<file path="src/rtl/video_timing_gen.sv">
// Free-running raster timing generator: sync, data-enable and position
// for the 1280x720 output path, all registered on pixel_clk.
module video_timing_gen #(
  parameter int   hWidth       = 1280,
  parameter int   hFrontPorch  = 72,
  parameter int   hSyncWidth   = 80,
  parameter int   hBackPorch   = 216,
  parameter int   vWidth       = 720,
  parameter int   vFrontPorch  = 3,
  parameter int   vSyncWidth   = 5,
  parameter int   vBackPorch   = 22,
  parameter logic HSYNC_ACTIVE = 1'b1,
  parameter logic VSYNC_ACTIVE = 1'b1,
  parameter int   FRAME_CNT_W  = 16,
  localparam int  H_TOTAL = hWidth + hFrontPorch + hSyncWidth + hBackPorch,
  localparam int  V_TOTAL = vWidth + vFrontPorch + vSyncWidth + vBackPorch,
  localparam int  HW      = $clog2(H_TOTAL),
  localparam int  VW      = $clog2(V_TOTAL)
) (
  input  logic                   pixel_clk,
  input  logic                   rst_n,
  input  logic                   en,
  output logic                   hsync,
  output logic                   vsync,
  output logic                   de,
  output logic [HW-1:0]          h_pos,
  output logic [VW-1:0]          v_pos,
  output logic                   line_start,
  output logic                   frame_start,
  output logic [FRAME_CNT_W-1:0] frame_count
);

  if (hWidth < 1 || hFrontPorch < 1 || hSyncWidth < 1 ||
      hBackPorch < 1 || vWidth < 1 || vFrontPorch < 1 ||
      vSyncWidth < 1 || vBackPorch < 1 || FRAME_CNT_W < 1) begin : g_bad
    $error("video_timing_gen: every timing width must be >= 1");
  end

  localparam logic [HW-1:0] H_LAST = HW'(H_TOTAL - 1);
  localparam logic [HW-1:0] H_ACT  = HW'(hWidth);
  localparam logic [HW-1:0] H_SS   = HW'(hWidth + hFrontPorch);
  localparam logic [HW-1:0] H_SE   = HW'(hWidth + hFrontPorch + hSyncWidth);
  localparam logic [VW-1:0] V_LAST = VW'(V_TOTAL - 1);
  localparam logic [VW-1:0] V_ACT  = VW'(vWidth);
  localparam logic [VW-1:0] V_SS   = VW'(vWidth + vFrontPorch);
  localparam logic [VW-1:0] V_SE   = VW'(vWidth + vFrontPorch + vSyncWidth);

  logic [HW-1:0] h_nxt;
  logic [VW-1:0] v_nxt;
  logic          h_wrap;
  logic          v_wrap;
  logic          hs_nxt;
  logic          vs_nxt;
  logic          de_nxt;
  logic          first;

  // Flags decode the next position so they register alongside it.
  always_comb begin
    h_wrap = (h_pos == H_LAST);
    v_wrap = h_wrap && (v_pos == V_LAST);
    h_nxt  = h_wrap ? '0 : h_pos + HW'(1);
    v_nxt  = v_pos;
    if (h_wrap) begin
      v_nxt = (v_pos == V_LAST) ? '0 : v_pos + VW'(1);
    end
    de_nxt = (h_nxt < H_ACT) && (v_nxt < V_ACT);
    hs_nxt = (h_nxt >= H_SS) && (h_nxt < H_SE);
    vs_nxt = (v_nxt >= V_SS) && (v_nxt < V_SE);
  end

  always_ff @(posedge pixel_clk or negedge rst_n) begin
    if (!rst_n) begin
      h_pos       <= H_LAST;
      v_pos       <= V_LAST;
      de          <= 1'b0;
      hsync       <= ~HSYNC_ACTIVE;
      vsync       <= ~VSYNC_ACTIVE;
      line_start  <= 1'b0;
      frame_start <= 1'b0;
      frame_count <= '0;
      first       <= 1'b1;
    end else if (en) begin
      h_pos       <= h_nxt;
      v_pos       <= v_nxt;
      de          <= de_nxt;
      hsync       <= hs_nxt ? HSYNC_ACTIVE : ~HSYNC_ACTIVE;
      vsync       <= vs_nxt ? VSYNC_ACTIVE : ~VSYNC_ACTIVE;
      line_start  <= h_wrap;
      frame_start <= v_wrap;
      if (v_wrap) begin
        first <= 1'b0;
        // frame 0 after reset is not a completed frame
        if (!first) begin
          frame_count <= frame_count + FRAME_CNT_W'(1);
        end
      end
    end
  end

endmodule

</file>
<file path="config.mk">
export PLATFORM = sky130hd
export DESIGN_NAME = video_timing_gen
export DESIGN_NICKNAME = d
export VERILOG_FILES = /design/src/rtl/video_timing_gen.sv
export SDC_FILE = /design/constraint.sdc
export NUM_CORES = 1
export LEC_CHECK = 0
export CAP_MARGIN = 30
export CORE_ASPECT_RATIO = 0.9
export CORE_UTILIZATION = 53
export DETAILED_ROUTE_END_ITERATION = 8
export GPL_TIMING_DRIVEN = 1
export HOLD_SLACK_MARGIN = 0.02
export PLACE_DENSITY = 0.8
export SETUP_SLACK_MARGIN = 0.4
export SYNTH_ARGS = -nofsm -noshare
export SYNTH_HDL_FRONTEND = slang
export SYNTH_SLANG_ARGS = --single-unit
</file>
<file path="constraint.sdc">
create_clock -name pixel_clk -period 3.4 [get_ports pixel_clk]
set_clock_uncertainty 0.1 [all_clocks]
set_input_delay 0.34 -clock pixel_clk [delete_from_list [all_inputs] [get_ports pixel_clk]]
set_output_delay 0.34 -clock pixel_clk [all_outputs]
set_load 0.02 [all_outputs]
</file>
==> metrics.md <==
| Metric | Value |
|---|---|
| PD cells | `418 nW/um2` |
| Post-synthesis cell count | `284` |
| Fmax | `0.362 GHz` |
| Pwr Total | `1.34 mW` |
| Avg Inst Size Synth | `9.19 um2` |
| Drt first-iter violations | `302` |
| Post-synth top flop | `dfrtp_1` |
| Share of layout cells above drive strength 1 | `11.5%` |
| Die Width | `76.0 um` |
| Leak | `1.29 nW` |
| Hold buffers post-CTS | `0` |
| WHS Path Cells | `1` |
| Die Height | `68.6 um` |
| CP Capture Type | `flop` |
| Post-DP HPWL | `4140 um` |
| Most frequent cells in the layout | `clkdlybuf4s50_1, nand2_1, dfrtp_1` |
| Commonest non-fill, non-tap cell in the layout | `clkdlybuf4s50_1` |
| # DRC | `0` |
| CTS root buf | `clkbuf_8` |
| H-tree levels | `2` |
| Peak supply drop | `0.239 mV` |
| CP max-delay cell | `dfstp_2` |
| Largest net degree at the start of global routing | `44` |
| Worst Setup Start Kind | `flop` |
| Post-route ant nets | `0` |
| WL/cell | `15.9 um` |
| RSZ-0062 raised after global routing | `no` |
| CTS max path bufs | `2` |
| #FFs+latches synth | `43` |
| Placed insts | `373` |
| Post-CTS sizing | `0` |
| Area grow syn2layout | `22.3%` |
| Final Hold Vio Count | `0` |
| Final layout net count | `327` |
| Synth async-reset ratio | `100%` |
| Global route overflow | `0` |
| Headroom to the max-slew limit | `64.9%` |
| Syn nets | `291` |
| Critical Path, Cell by Cell | `ha_1 > and4b_1 > nand3_2 > or4_1 > o31ai_1 > nand4_1 > and3_1` |
| Hold Crit Start | `frame_count[15]` |
| Final WL | `6100 um` |
| Vias/cell | `6.06` |
| Reg2reg setup slack | `0.64 ns` |
| Die area | `5210 um2` |
| Non-filler instance count after layout | `383` |
| Reg2reg path depth | `7` |
| CTS tree | `built` |
| Diode count | `0` |
| Period utilization | `81.3%` |
| Crit Reg-Reg Endpoint | `de` |
| Critical path type | `flop to flop` |
| First-pass GRT wire length | `10100 um` |
| Slowest stage delay, CP | `0.58 ns` |
| FF-to-FF Start | `h_pos[0]` |
| Worst-Skew Late Latency | `0.29 ns` |
| Number of clock sinks | `43` |
| Vias in the first global route | `2017` |
| Initial Utilization | `56.7%` |
| Number of max-cap violations | `0` |
| Status | `complete, no violations` |
| Reg clk slew, reported paths | `0.09 ns` |
| Shortest period the worst path allows | `2.76 ns` |
| Drt first pass iters | `4` |
| TritonCTS buffer count | `5` |
| Synth warnings | `0` |
| Type of the tightest min-delay check | `flop to flop` |
| Row cnt | `23` |
| Antenna violations before repair | `0` |
| Fin. max-slew vios | `0` |
| Buffers added on ports | `44` |
| Core area | `4600 um2` |
| Post-Synthesis Cell Area | `2610 um2` |
| Total Neg Setup Slack | `0 ns` |
| Final Util | `69.4%` |
| Number of synthesized flops with an enable pin | `0` |
| Vias | `2321` |
| Total track usage | `24.6%` |
| Worst Hold End | `frame_count[15]` |
| IO Count | `45` |
| Critical Path Fanout Max | `6` |
| Setup bufs post-CTS | `0` |
| Fillers | `356` |
| Post-synth cell types | `53` |
| Register area share after synthesis | `42.0%` |
| Gp weighted congestion | `0.925` |
| WP data arrival | `2.85 ns` |
| Count of final setup violators | `0` |
| Worst slew pin tran | `0.524 ns` |
| CP required | `3.49 ns` |
layout make-up:
type / count / area (um2) / area share [%]
multi-input cells: 212 / 1390 / 43.6
flip-flops and latches: 43 / 1100 / 34.3
repair buffers: 48 / 480 / 15.0
well taps: 62 / 77.6 / 2.43
clock buffers: 6 / 72.6 / 2.27
clock inverters: 2 / 37.5 / 1.18
inverters: 10 / 37.5 / 1.18
report_power, final:
group          switching (mW)  internal [mW]
Sequential             0.0850          0.572
Combinational           0.136          0.133
Clock                   0.190          0.220
routing by layer:
layer / GRT usage [%] / routed length, um / up-vias
met1: 35.2 / 2960 / 1137
met4: 5.77 / 29 / 0
met2: 39.1 / 2760 / 84
li1: - / - / 1098
met5: 0 / 0 / -
met3: 4.61 / 343 / 2
state kept, by name, indices dropped and copies added (netlist names):
| register | count |
|---|---|
| frame_count | 16 |
| h_pos | 11 |
| v_pos | 10 |
| de | 1 |
| first | 1 |
| frame_start | 1 |
| hsync | 1 |
| line_start | 1 |
| vsync | 1 |
worst max-delay path: cells and delay by family, from the launching register on:
| family | cells | cell delay (ns) |
|---|---|---|
| AOI/OAI and AO/OA | 1 | 0.40 |
| adders and majority gates | 1 | 0.25 |
| DFF | 1 | 0.58 |
| and+or+nand+nor | 5 | 1.32 |
stage by stage:
| stage | hold WS, ns | worst slack [ns] | instance area [um2] |
|---|---|---|---|
| after CTS | 0.111 | 0.661 | 3160 |
| after detailed placement | 0.363 | 0.685 | 3050 |
| after floorplan | -0.0556 | 0.859 | 2610 |
| after global placement | 0.364 | 0.699 | 3050 |
| after global routing | 0.384 | 0.468 | 3190 |
| final | 0.376 | 0.637 | 3190 |
cells in the mapped netlist (4+ instances only):
library cell	instances	share of area, %
nand2_1	33	4.7
dfrtp_1	27	26
o21ai_0	20	3.8
dfstp_2	16	16
nor2_1	16	2.3
nand3_1	14	2.7
clkbuf_1	13	1.9
xor2_1	13	4.4
inv_1	10	1.4
o31ai_1	10	2.9
xnor2_1	10	3.4
and3_1	9	2.2
a21oi_1	8	1.5
nand4_1	8	1.9
nor3_1	7	1.3
and2_1	5	1.2
buf_2	5	0.96
a31oi_1	4	0.96
ha_1	4	1.9
o211ai_1	4	1.2
or3_1	4	0.96
worst max path at each step:
stage             start         endpoint
2_1_floorplan  h_pos[0]               de
3_3_place_gp   h_pos[0]               de
3_5_place_dp   h_pos[0]               de
4_1_cts        h_pos[0]               de
5_1_grt        v_pos[0]  frame_count[11]
6_report       h_pos[0]               de
kinds of logic after synthesis:
| group | synth area share, % |
|---|---|
| multiplexers | 1.25 |
| buffers and inverters | 4.70 |
| adder cells (fa/ha/maj) | 1.92 |
| AND/OR/NAND/NOR | 27.1 |
| AO/OA/AOI/OAI | 15.3 |
| flip-flops | 42.0 |
| XOR/XNOR | 7.71 |
Power figures use the tool's default switching activity.
